**src/rtl/pong_pkg.sv**
```systemverilog
// pong_pkg: shared definitions for the pong game engine control path.
//   - engine state codes reported by the game state machine
//   - match_sequencer state codes (also driven out on seq_state)
//   - default frame-count and debounce constants
//   - saturating decrement helper for frame countdowns
package pong_pkg;

  // Engine state codes as seen on engine_state.
  typedef enum logic [2:0] {
    ENG_INIT       = 3'b001,
    ENG_INIT_POINT = 3'b010,
    ENG_RUN_POINT  = 3'b011,
    ENG_POINT_OVER = 3'b101,
    ENG_GAME_OVER  = 3'b110
  } eng_state_e;

  // Sequencer state codes. SEQ_PAUSED is unreachable without SEQ_PAUSE_EN.
  typedef enum logic [2:0] {
    SEQ_IDLE       = 3'b000,
    SEQ_SERVE_WAIT = 3'b001,
    SEQ_PLAY       = 3'b010,
    SEQ_PAUSED     = 3'b011,
    SEQ_GO_HOLD    = 3'b100
  } seq_state_e;

  localparam logic [15:0] DEF_DEBOUNCE_CYCLES = 16'd50000;
  localparam logic [7:0]  DEF_SERVE_FRAMES    = 8'd60;
  localparam logic [7:0]  DEF_GAMEOVER_FRAMES = 8'd180;

  // Countdowns never wrap below zero.
  function automatic logic [7:0] sat_dec(input logic [7:0] v);
    return (v == 8'd0) ? 8'd0 : v - 8'd1;
  endfunction

endpackage

```
**src/rtl/match_sequencer_btn_debounce.sv**
```systemverilog
// btn_debounce: 2-flop synchronizer, stability counter and press-edge detector
// for one raw push button.
//   clk      in  system clock
//   reset    in  asynchronous, active-high reset
//   btn_i    in  raw button level (asynchronous)
//   press_o  out one-cycle pulse on each rising edge of the debounced level
// The debounced level follows the synchronized input once it has been seen
// different from the current level for DEBOUNCE_CYCLES consecutive samples.
// press_o is registered one cycle after the debounced level rises.
module btn_debounce #(
  parameter logic [15:0] DEBOUNCE_CYCLES = 16'd50000
) (
  input  logic clk,
  input  logic reset,
  input  logic btn_i,
  output logic press_o
);

  logic        sync1_q;
  logic        sync2_q;
  logic        level_q;
  logic        level_prev_q;
  logic        press_q;
  logic [15:0] cnt_q;

  always_ff @(posedge clk or posedge reset) begin
    if (reset) begin
      sync1_q      <= 1'b0;
      sync2_q      <= 1'b0;
      level_q      <= 1'b0;
      level_prev_q <= 1'b0;
      press_q      <= 1'b0;
      cnt_q        <= 16'd0;
    end else begin
      sync1_q <= btn_i;
      sync2_q <= sync1_q;
      if (sync2_q == level_q) begin
        cnt_q <= 16'd0;
      end else if (({1'b0, cnt_q} + 17'd1) >= {1'b0, DEBOUNCE_CYCLES}) begin
        // This sample completes the required run of differing samples.
        level_q <= sync2_q;
        cnt_q   <= 16'd0;
      end else begin
        cnt_q <= cnt_q + 16'd1;
      end
      level_prev_q <= level_q;
      press_q      <= level_q & ~level_prev_q;
    end
  end

  assign press_o = press_q;

endmodule

```
**src/rtl/match_sequencer.sv**
```systemverilog
// match_sequencer: frame-rate scheduler and match controller for pong.
//   clk           in  system clock
//   reset         in  asynchronous, active-high reset
//   frame_clk     in  VGA frame clock (asynchronous, synchronized here)
//   btn_start     in  raw start button
//   btn_pause     in  raw pause button (used only with SEQ_PAUSE_EN)
//   engine_state  in  engine state code (see pong_pkg::eng_state_e)
//   engine_start  out one-cycle start_game pulse to the engine
//   engine_step   out one-cycle update enable, at most one per frame
//   paused        out high while in PAUSED
//   serve_count   out remaining frames of the current countdown
//   seq_state     out sequencer state (see pong_pkg::seq_state_e)
// Build option: define SEQ_PAUSE_EN to include the pause debouncer and the
// PAUSED state; otherwise btn_pause is ignored and paused stays 0.
// Handshake: there is no ready/valid back-pressure; engine_start and
// engine_step are single-cycle strobes the engine must accept when high.
module match_sequencer
  import pong_pkg::*;
#(
  parameter logic [15:0] DEBOUNCE_CYCLES = DEF_DEBOUNCE_CYCLES,
  parameter logic [7:0]  SERVE_FRAMES    = DEF_SERVE_FRAMES,
  parameter logic [7:0]  GAMEOVER_FRAMES = DEF_GAMEOVER_FRAMES
) (
  input  logic       clk,
  input  logic       reset,
  input  logic       frame_clk,
  input  logic       btn_start,
  input  logic       btn_pause,
  input  logic [2:0] engine_state,
  output logic       engine_start,
  output logic       engine_step,
  output logic       paused,
  output logic [7:0] serve_count,
  output logic [2:0] seq_state
);

  // Frame clock: two sync flops, one history flop, registered tick.
  // The tick is therefore seen 3 clk after the frame_clk rising edge.
  logic fsync1_q, fsync2_q, fsync3_q, tick_q;

  always_ff @(posedge clk or posedge reset) begin
    if (reset) begin
      fsync1_q <= 1'b0;
      fsync2_q <= 1'b0;
      fsync3_q <= 1'b0;
      tick_q   <= 1'b0;
    end else begin
      fsync1_q <= frame_clk;
      fsync2_q <= fsync1_q;
      fsync3_q <= fsync2_q;
      tick_q   <= fsync2_q & ~fsync3_q;
    end
  end

  logic start_press;
  logic pause_press;

  btn_debounce #(.DEBOUNCE_CYCLES(DEBOUNCE_CYCLES)) u_start_db (
    .clk    (clk),
    .reset  (reset),
    .btn_i  (btn_start),
    .press_o(start_press)
  );

`ifdef SEQ_PAUSE_EN
  btn_debounce #(.DEBOUNCE_CYCLES(DEBOUNCE_CYCLES)) u_pause_db (
    .clk    (clk),
    .reset  (reset),
    .btn_i  (btn_pause),
    .press_o(pause_press)
  );
`else
  logic unused_btn_pause;
  assign unused_btn_pause = btn_pause;
  assign pause_press      = 1'b0;
`endif

  seq_state_e state_q;
  logic [7:0] count_q;
  logic       start_q;
  logic       step_q;
  logic       paused_q;

  always_ff @(posedge clk or posedge reset) begin
    if (reset) begin
      state_q  <= SEQ_IDLE;
      count_q  <= 8'd0;
      start_q  <= 1'b0;
      step_q   <= 1'b0;
      paused_q <= 1'b0;
    end else begin
      start_q <= 1'b0;
      step_q  <= 1'b0;
      case (state_q)
        SEQ_IDLE: begin
          if (start_press) begin
            start_q <= 1'b1;
            count_q <= SERVE_FRAMES;
            state_q <= SEQ_SERVE_WAIT;
          end
        end
        SEQ_SERVE_WAIT: begin
          if (tick_q) begin
            count_q <= sat_dec(count_q);
            // Last frame of the serve delay (or an empty delay): serve now.
            if (count_q <= 8'd1) begin
              start_q <= 1'b1;
              state_q <= SEQ_PLAY;
            end
          end
        end
        SEQ_PLAY: begin
          // Engine transitions outrank the pause press, which outranks the
          // step; leaving PLAY drops the step for that tick.
          if (engine_state == ENG_INIT_POINT) begin
            count_q <= SERVE_FRAMES;
            state_q <= SEQ_SERVE_WAIT;
          end else if (engine_state == ENG_GAME_OVER) begin
            count_q <= GAMEOVER_FRAMES;
            state_q <= SEQ_GO_HOLD;
          end else if (engine_state == ENG_INIT) begin
            state_q <= SEQ_IDLE;
`ifdef SEQ_PAUSE_EN
          end else if (pause_press) begin
            state_q  <= SEQ_PAUSED;
            paused_q <= 1'b1;
`endif
          end else if (tick_q && (engine_state == ENG_RUN_POINT)) begin
            step_q <= 1'b1;
          end
        end
`ifdef SEQ_PAUSE_EN
        SEQ_PAUSED: begin
          if (pause_press) begin
            state_q  <= SEQ_PLAY;
            paused_q <= 1'b0;
          end
        end
`endif
        SEQ_GO_HOLD: begin
          if (tick_q) begin
            count_q <= sat_dec(count_q);
            if (count_q <= 8'd1) begin
              state_q <= SEQ_IDLE;
            end
          end
        end
        default: begin
          state_q  <= SEQ_IDLE;
          paused_q <= 1'b0;
        end
      endcase
    end
  end

  assign engine_start = start_q;
  assign engine_step  = step_q;
  assign paused       = paused_q;
  assign serve_count  = count_q;
  assign seq_state    = state_q;

endmodule
```
**config.mk**
```make
export PLATFORM = sky130hd
export DESIGN_NAME = match_sequencer
export DESIGN_NICKNAME = d
export VERILOG_FILES = /design/src/rtl/pong_pkg.sv /design/src/rtl/match_sequencer_btn_debounce.sv /design/src/rtl/match_sequencer.sv
export SDC_FILE = /design/constraint.sdc
export NUM_CORES = 1
export LEC_CHECK = 0
export CAP_MARGIN = 20
export CORE_MARGIN = 2
export CORE_UTILIZATION = 60
export CTS_CLUSTER_SIZE = 28
export DETAILED_ROUTE_END_ITERATION = 10
export HOLD_SLACK_MARGIN = 0.12
export PLACE_DENSITY = 0.87
export SLEW_MARGIN = 10
export SYNTH_ARGS = -nofsm -noshare
export SYNTH_HDL_FRONTEND = slang
export SYNTH_SLANG_ARGS = --single-unit
```
**constraint.sdc**
```tcl
create_clock -name clk -period 3.8 [get_ports clk]
set_input_delay 0.57 -clock clk [delete_from_list [all_inputs] [get_ports clk]]
set_output_delay 0.57 -clock clk [all_outputs]
set_load 0.01 [all_outputs]
```
* After elaboration in Yosys (flattened, before gate mapping) *
Cells that the tools add are included.

cells by class
  bitwise operators = 5
  magnitude comparators = 2
  reduce and logical (&&, ||, !) cells = 8
  muxes and demuxes = 26
  add/sub/neg operators = 3
  equal/unequal tests = 16

operator list
  kind                                                             count
  2-to-1 mux 8 bit                                                 5
  2-to-1 mux 16 bit                                                2
  2-to-1 mux 3 bit                                                 8
  case mux 8 bit (3 select lines)                                  1
  adder 16 x 1 -> 17 bit (second input constant)                   1
  >= comparator 17 x 16 -> 1 bit (second input constant)           1
  adder 16 x 1 -> 16 bit (second input constant)                   1
  case mux 3 bit (4 select lines)                                  1
  == test 3 x 2 -> 1 bit (second input constant)                   3
  less-or-equal comparator 8 x 1 -> 1 bit (second input constant)  1
  zero test 8 bit                                                  1
  2-to-1 mux 1 bit                                                 8
  inequality test 2 bit (second input constant)                    4
  subtractor 8 x 1 -> 8 bit (second input constant)                1
  == test 3 x 1 -> 1 bit (second input constant)                   2
  == test 3 bit (second input constant)                            2
  AND reduction 6 bit                                              1
  inequality test 2 x 1 -> 1 bit (second input constant)           2
  inequality test 4 bit (second input constant)                    1
  AND reduction 4 bit                                              1
  zero test 3 bit                                                  1
  inequality test 3 bit (second input constant)                    1
  inverter 1 bit                                                   3
  nonzero test 3 bit                                               1
  6 further kinds                                                  7

storage, ports and cells
  word-level logic and storage cells = 74
  output and inout bits = 14
  bits of input ports = 8
  flip-flop bits (word level) = 38

* Depth between registers and ports, before layout *
Gate-level depths: netlist (run 1).

  word-level depth = 7
  gate-level depth with buffers = 8
  depth with buffers taken out = 7

* Cells and area by module *
From an unflattened synthesis (run 1), not the netlist that was laid out.

second synthesis, totals
  cells, all modules = 223
  area total of the unflattened synthesis = 2168.3 µm²

modules (own cells, without submodules)
  module           area each (µm²)  seq. area each (µm²)  cells an instance  instances
  btn_debounce     1112.3           525.5                 114                1
  match_sequencer  1056.0           425.4                 109                1

* Worst setup path before layout (run 1) *
No wires, ideal clock.

  path type = register to register
  start = register u_start_db.cnt_q[0]
  end = register u_start_db.level_q
  required time = 3.675 ns
  path buffers = 0
  arrival time = 1.917 ns
  period minus slack after synthesis = 2.042 ns
  cell stages (with the launch flop) = 8
  setup time = 0.125 ns
  slack = 1.758 ns
  path through = dfrtp_1 > ha_1 > nand3_1 > or3_1 > xnor2_1 > a221oi_2 > o21bai_1 > mux2_4

between the ends
  word-level cells in the longest chain between the ends = 3

RTL lines
  item                                  RTL line                            RTL
  start: declaration                    match_sequencer_btn_debounce.sv:24  logic [15:0] cnt_q;
  start signal: assignment              match_sequencer_btn_debounce.sv:44  cnt_q <= cnt_q + 16'd1;
  adder 16 x 1 -> 17 bit                match_sequencer_btn_debounce.sv:39  end else if (({1'b0, cnt_q} + 17'd1) >= {1'b0, DEBOUNCE_CYCLES}) begin
  >= comparator 17 x 16 -> 1 bit        match_sequencer_btn_debounce.sv:39
  AND reduction 2 bit (no source line)  -
  end signal: assignment                match_sequencer_btn_debounce.sv:41  level_q <= sync2_q;
  end: declaration                      match_sequencer_btn_debounce.sv:21  logic level_q;

Every way passes these cells.
A chain may end at the register's enable or synchronous reset.

* Worst setup path in the final report (run 1) *
  start = register u_start_db.cnt_q[0]
  end = register u_start_db.cnt_q[7]

between the ends
  word-level cells in the longest chain between the ends = 4
  elaborated cells on any way between the ends = 5
  those cells by class = 2 x add/sub; 1 x order compare; 2 x mux

RTL lines
  item                            RTL line                            RTL
  adder 16 x 1 -> 17 bit          match_sequencer_btn_debounce.sv:39
  >= comparator 17 x 16 -> 1 bit  match_sequencer_btn_debounce.sv:39
  2-to-1 mux 16 bit *             match_sequencer_btn_debounce.sv:39
  2-to-1 mux 16 bit *             match_sequencer_btn_debounce.sv:37  if (sync2_q == level_q) begin

Every way passes the cells marked *; elsewhere a longest branch is shown, timed or not.

==> results of run 1 <==
-- cells by family after synthesis --
kind of cell | Yosys count
simple gates | 97
compound gates | 43
flops | 38
buf+inv | 20
xor+xnor | 15
mux | 5
fa+ha+maj | 3
other cells | 1
-- through the flow --
stage	hold WS [ns]	utilization [%]
6_report	0.345	71.3
5_1_grt	0.368	71.3
4_1_cts	0.351	71.3
3_5_place_dp	0.338	68.0
3_3_place_gp	0.334	68.0
2_1_floorplan	0.331	-
-- power groups by stage --
stage	registers [W]	clock network, W	logic (W)
2_1_floorplan	0.000421	0	0.0000206
3_3_place_gp	0.000423	0	0.0000283
3_5_place_dp	0.000423	0	0.0000291
4_1_cts	0.000416	0.000366	0.0000291
5_1_grt	0.000416	0.000383	0.0000323
6_report	0.000416	0.000356	0.0000283
-- sequential cells by signal (all words and copies together), names as in the netlist --
name                     cells
fsync1_q                     1
u_start_db.level_q           1
u_start_db.press_o           1
tick_q                       1
fsync2_q                     1
fsync3_q                     1
u_start_db.cnt_q            16
u_start_db.sync1_q           1
serve_count                  8
engine_start                 1
u_start_db.level_prev_q      1
u_start_db.sync2_q           1
seq_state                    3
engine_step                  1
-- cell usage in the layout, fill, tap and decap left out, drive strengths merged, types with 3 or more instances in the layout --
master	n
xor2	5
nand4	7
dfrtp	38
nor2	37
mux2i	4
nand2	13
or3	6
a21oi	5
nor3	7
nor2b	3
clkbuf	6
ha	3
nand3	9
inv	10
o21ai	16
xnor2	10
clkdlybuf4s50	19
a31oi	3
-- worst reg2reg max path, stage by stage (launching register included) --
cell	delay, ns
dfrtp_1	0.42
ha_1	0.28
nand3_1	0.22
or3_1	0.43
xnor2_1	0.22
a221oi_2	0.08
o21ai_2	0.46
nor2_1	0.11
-- synth_stat cells (2+ instances only) --
cell type | number | area [µm²]
xor2_1 | 5 | 43.8
o31a_1 | 2 | 17.5
o211ai_1 | 2 | 15.0
and3_1 | 2 | 12.5
nand3_1 | 9 | 45.0
o21ai_0 | 15 | 75.1
nand2b_1 | 2 | 12.5
inv_1 | 10 | 37.5
ha_1 | 3 | 37.5
o22a_1 | 2 | 17.5
or3_1 | 6 | 37.5
nor3_1 | 7 | 35.0
a31oi_1 | 3 | 18.8
nor2_1 | 37 | 139
dfrtp_1 | 38 | 951
nand4_1 | 5 | 31.3
xnor2_1 | 10 | 87.6
buf_4 | 3 | 22.5
buf_2 | 3 | 15.0
a21oi_1 | 5 | 25.0
o22ai_1 | 2 | 12.5
mux2i_1 | 4 | 40.0
nor2b_1 | 3 | 18.8
clkbuf_1 | 3 | 11.3
nand2_1 | 13 | 48.8
-- routing by layer --
| layer | share of wire, % | global-route usage (%) | up-vias |
|---|---|---|---|
| met2 | 50 | 37.6 | 65 |
| met1 | 43 | 25.5 | 787 |
| met3 | 5.6 | 7.03 | 6 |
| met5 | 0 | 0 | - |
| met4 | 1.2 | 7.50 | 0 |
| li1 | - | - | 814 |
-- area by class of cell --
type	instances	area (µm²)	share of cell area (%)
Multi-Input combinational cell	164	1020	43.1
Sequential cell	38	951	40.0
Timing Repair Buffer	20	198	8.31
Tap cell	46	57.6	2.42
Inverter	10	37.5	1.58
Clock buffer	6	51.3	2.16
Clock inverter	2	60.1	2.52
-- final timing paths --
path                                     start                    to  slack (ns)
setup / recovery           u_start_db.cnt_q[0]   u_start_db.cnt_q[7]        1.46
hold / removal                        fsync1_q              fsync2_q        0.35
setup reg to reg           u_start_db.cnt_q[0]   u_start_db.cnt_q[7]        1.46
hold reg to reg                       fsync1_q              fsync2_q        0.35
max in group asynchronous                reset  u_start_db.cnt_q[15]        2.84
min in group asynchronous                reset          engine_start        0.61
==> run summary, run 1 <==
Routed WL - 3.80 mm
Final Max Slew Viols - 0
Worst vdd ir - 0.000237 V
Vias in the first global route - 1,589
Total track usage - 21.8%
Syn nets - 233
Clock skew - 0.0170 ns
Bufs on Longest Clock Path - 2
Ys Warns - 0
Layout cells sized above 1 - 7.08%
First-pass DRT Iterations - 5
Initial core utilization - 62.1%
DP HPWL - 2.78 mm
Post-cts resize count - 0
Die Wd - 62.8 µm
Rows - 21
Synth Area in Adders - 1.81%
Switch Pwr - 0.000156 W
CTS tree - done
Peak fanout along the critical path - 13
Main combinational cell family by area after synthesis - simple AND/OR/NAND/NOR gates
Setup TNS - 0 ns
Stages on worst setup path - 7
Clock Sinks - 38
Synth Area in XOR/XNOR - 6.34%
Routability cong. - 0.927
Placed Cells - 278
Synth async-reset ratio - 100%
Cell family with most CP delay - simple AND/OR/NAND/NOR gates
Status - complete, no violations
Synth Register Bits - 38
CTS buffer count - 5
Seq pwr share - 52.0%
Routed WL per cell - 13.3 µm
Post-synthesis compound-gate area fraction - 14.2%
Synth unique cells - 53
Root Buffer - clkbuf_4
Crit-path slowest cell - o21ai_2
Sequential share of the synthesized area - 45.9%
Via/cell ratio - 5.85
Buf+Inv Stages, Crit Path - 0
Post-synthesis simple-gate area fraction - 24.3%
Routed Antenna Nets - 0
Post-DP Area - 0.00227 mm²
Diodes inserted - 0
Startpoint Class - flip-flop
Worst path arrival time - 2.55 ns
P per Cell Area - 336 mW/mm²
Ys flop type - dfrtp_1
Initial drt markers - 161
Die area - 0.00394 mm²
Hold Crit Depth - 0
Synth Instances - 222
Synthesis-to-layout area growth - 14.8%
Die H - 62.8 µm
FMAX - 0.428 GHz
CP Capture Type - flip-flop
Final cell count without fillers - 286
Slowest stage delay, CP - 0.46 ns
Post-Syn Area - 0.00207 mm²
Max cap viols - 0
Clock power share - 44.5%
Post-synth EDFFs - 0
Worst-Margin Slew - 0.563 ns
Clock transition at path regs - 0.12 ns
Postcts setup bufs - 0
Period minus WS final - 2.34 ns
Sw frac - 19.5%
Final Cycle Share - 61.5%
Gate power share - 3.5%
H-tree depth reported by CTS - 2
IO buf count - 19
Pint - 0.000644 W
# IOs - 22
Cell Chain, Critical Path - ha_1 > nand3_1 > or3_1 > xnor2_1 > a221oi_2 > o21ai_2 > nor2_1
Critical path class - reg -> reg
Core region area - 0.00334 mm²
Worst-Skew Late Latency - 0.35 ns
Crit path required time - 4.01 ns
First-pass GRT wire length - 6.79 mm
Initial antenna violation count - 0
Multiplexer share of the synthesized area - 2.66%
Final Cell Area - 0.00238 mm²
Fillers - 253
Pleak - 0.948 nW
Unrepaired setup endpoints after global routing - no
Nets - 250
DP Worst Slack - 1.44 ns
Worst hold path type - reg -> reg
Fin. Hold Viols - 0
Rel. slew slack - 62.1%
Final Worst Setup Slack - 1.46 ns
Final setup fails - 0
DR DRC count - 0
Post-CTS Hold Buffers - 0
Total power - 0.000800 W
Via Count - 1,672
Total grt overflow - 0
Largest net degree at the start of global routing - 39
Avg Inst Size Synth - 9.34 µm²
Worst reg2reg path depth - 7
Power figures use the tool's default switching activity.
==> run 2, diff against run 1 <==
--- a/config.mk
+++ b/config.mk
@@ -7,11 +7,11 @@
 export LEC_CHECK = 0
 export CAP_MARGIN = 20
 export CORE_MARGIN = 2
-export CORE_UTILIZATION = 60
+export CORE_UTILIZATION = 50
 export CTS_CLUSTER_SIZE = 28
 export DETAILED_ROUTE_END_ITERATION = 10
 export HOLD_SLACK_MARGIN = 0.12
-export PLACE_DENSITY = 0.87
+export PLACE_DENSITY = 0.78
 export SLEW_MARGIN = 10
 export SYNTH_ARGS = -nofsm -noshare
 export SYNTH_HDL_FRONTEND = slang
==> constraint.sdc (replaced) <==
create_clock -name clk -period 1.9 [get_ports clk]
set_input_delay 0.285 -clock clk [delete_from_list [all_inputs] [get_ports clk]]
set_output_delay 0.285 -clock clk [all_outputs]
set_load 0.01 [all_outputs]
==> run summary, run 2 (synthesized netlist as in run 1, its figures left out) <==
Worst reg2reg path depth - 7 (unchanged)
Worst R2R End - u_start_db.level_q
Total track usage - 22.8% (+1.0 points)
Nets - 302 (+21%)
Final Worst Setup Slack - -0.238 ns (-1.70 ns)
Final Cycle Share - 113% (+51 points)
DP HPWL - 3.46 mm (+25%)
Vias in the first global route - 1,763 (+11%)
Unrepaired setup endpoints after global routing - yes
Layout cells sized above 1 - 33.6% (+26 points)
Largest net degree at the start of global routing - 39 (unchanged)
Die Wd - 68.4 µm (+8.9%)
Status - complete, but fails checks
Most frequent cells in the layout - buf_4, dfrtp_1, nor2_1
Root Buffer - clkbuf_8
Pint - 0.00126 W (+96%)
IO buf count - 19 (unchanged)
Die area - 0.00468 mm² (+19%)
Fin. Hold Viols - 0 (unchanged)
P per Cell Area - 543 mW/mm² (+62%)
Routed Antenna Nets - 0 (unchanged)
Worst path arrival time - 2.31 ns (-0.24 ns)
Core region area - 0.00400 mm² (+20%)
Switch Pwr - 0.000345 W (+120%)
Max cap viols - 0 (unchanged)
Worst-Skew Late Latency - 0.29 ns (-0.06 ns)
RR Startpoint - u_start_db.cnt_q[1]
Initial drt markers - 190 (+18%)
Via/cell ratio - 5.55 (-5.1%)
DR DRC count - 0 (unchanged)
Rows - 23 (+9.5%)
FMAX - 0.468 GHz (+9.3%)
Bufs on Longest Clock Path - 2 (unchanged)
Startpoint Class - flip-flop
Largest register FFs - 16 (unchanged)
Routability cong. - 0.890 (-3.9%)
Final Max Slew Viols - 0 (unchanged)
Clock power share - 42.0% (-2.5 points)
Gate power share - 6.1% (+2.6 points)
Worst hold path type - reg -> reg
Clock transition at path regs - 0.07 ns (-0.05 ns)
Peak fanout along the critical path - 3 (-10)
CP Capture Type - flip-flop
Hold EP - u_start_db.sync2_q
Via Count - 1,898 (+14%)
Routed WL per cell - 15.2 µm (+14%)
Hold Crit Depth - 0 (unchanged)
Post-CTS Hold Buffers - 0 (unchanged)
CTS tree - done
Final Cell Area - 0.00296 mm² (+24%)
Initial core utilization - 51.8% (-10 points)
Routed WL - 5.20 mm (+37%)
Period minus WS final - 2.14 ns (-0.200 ns)
Crit path required time - 2.07 ns (-1.94 ns)
Pleak - 1.23 nW (+30%)
Clock Sinks - 38 (unchanged)
Hold Crit Start - u_start_db.sync1_q
Most flops, register - u_start_db.cnt_q
Initial antenna violation count - 0 (unchanged)
First-pass DRT Iterations - 4 (-1)
Commonest non-fill, non-tap cell in the layout - buf_4
CTS buffer count - 5 (unchanged)
First-pass GRT wire length - 7.80 mm (+15%)
Seq pwr share - 52.0% (about the same)
DP Worst Slack - -0.283 ns (-1.73 ns)
Failing checks - setup timing
Die H - 68.4 µm (+8.9%)
R2R Setup Slk - -0.24 ns (-1.70 ns)
Final setup fails - 14 (+14)
Sw frac - 21.5% (+2.0 points)
Synthesis-to-layout area growth - 42.6%
Post-DP Area - 0.00267 mm² (+18%)
H-tree depth reported by CTS - 2 (unchanged)
# IOs - 22 (unchanged)
Final Util - 73.9% (+2.6 points)
Critical path class - reg -> reg
Worst vdd ir - 0.000349 V (+47%)
Diodes inserted - 0 (unchanged)
Total grt overflow - 0 (unchanged)
Clock skew - 0.00921 ns (-0.00775 ns)
[run 2: final cells by class]
class | instances | area, µm²
Clock buffer | 7 | 76.3
Fill cell | 296 | 1040
Clock inverter | 1 | 30.0
Sequential cell | 38 | 958
Timing Repair Buffer | 72 | 619
Tap cell | 50 | 62.6
Inverter | 10 | 37.5
Multi-Input combinational cell | 164 | 1170
[run 2: worst max path at each step]
| stage | endpoint | start | cells past startpoint | slack [ns] |
|---|---|---|---|---|
| final | u_start_db.level_q | u_start_db.cnt_q[1] | 7 | -0.24 |
| after detailed placement | u_start_db.level_q | u_start_db.cnt_q[1] | 7 | -0.28 |
| after global routing | u_start_db.cnt_q[8] | u_start_db.cnt_q[1] | 9 | -0.30 |
| after floorplan | u_start_db.level_q | u_start_db.cnt_q[5] | 7 | -0.06 |
| after CTS | u_start_db.level_q | u_start_db.cnt_q[1] | 7 | -0.23 |
| after global placement | u_start_db.level_q | u_start_db.cnt_q[0] | 8 | -0.22 |
[run 2: layer usage]
metal  routed length [µm]  global-route usage, %
met1                 2130                   26.9
met2                 2780                   40.5
met3                  206                   4.93
met4                   87                   7.75
met5                    0                      0
[run 2: metrics by stage]
stage / hold WS [ns] / TNS, ns / total power (W) / instances
after global placement: 0.333 / -1.26 / 0.000931 / 328
after detailed placement: 0.341 / -2.38 / 0.000934 / 328
after global routing: 0.371 / -3.84 / 0.00167 / 342
final: 0.356 / -2.87 / 0.00161 / 342
after floorplan: 0.316 / -0.0567 / 0.000890 / 222
after CTS: 0.357 / -1.60 / 0.00162 / 339
[run 2: power groups by stage]
stage                     registers [W]   logic, W  clock network (W)
after floorplan                0.000846  0.0000445                  0
after global placement         0.000849  0.0000818                  0
after detailed placement       0.000850  0.0000834                  0
after CTS                      0.000834  0.0000933           0.000690
after global routing           0.000837   0.000108           0.000722
final                          0.000835  0.0000974           0.000674
[run 2: worst max-delay path, stage by stage (launching register included)]
cell      delay [ns]
dfrtp_2         0.41
buf_12          0.11
nand4_4         0.12
or2_1           0.25
or3_1           0.33
a221oi_2        0.34
o21bai_1        0.15
mux2_4          0.30
[run 2: repair_timing]
| action | 4_1_cts | 5_1_grt |
|---|---|---|
| resized for setup | 15 | 24 |
| pin swaps | 15 | 10 |
| buffers inserted | 3 | 3 |
| endpoints found under the setup margin | 15 | 18 |
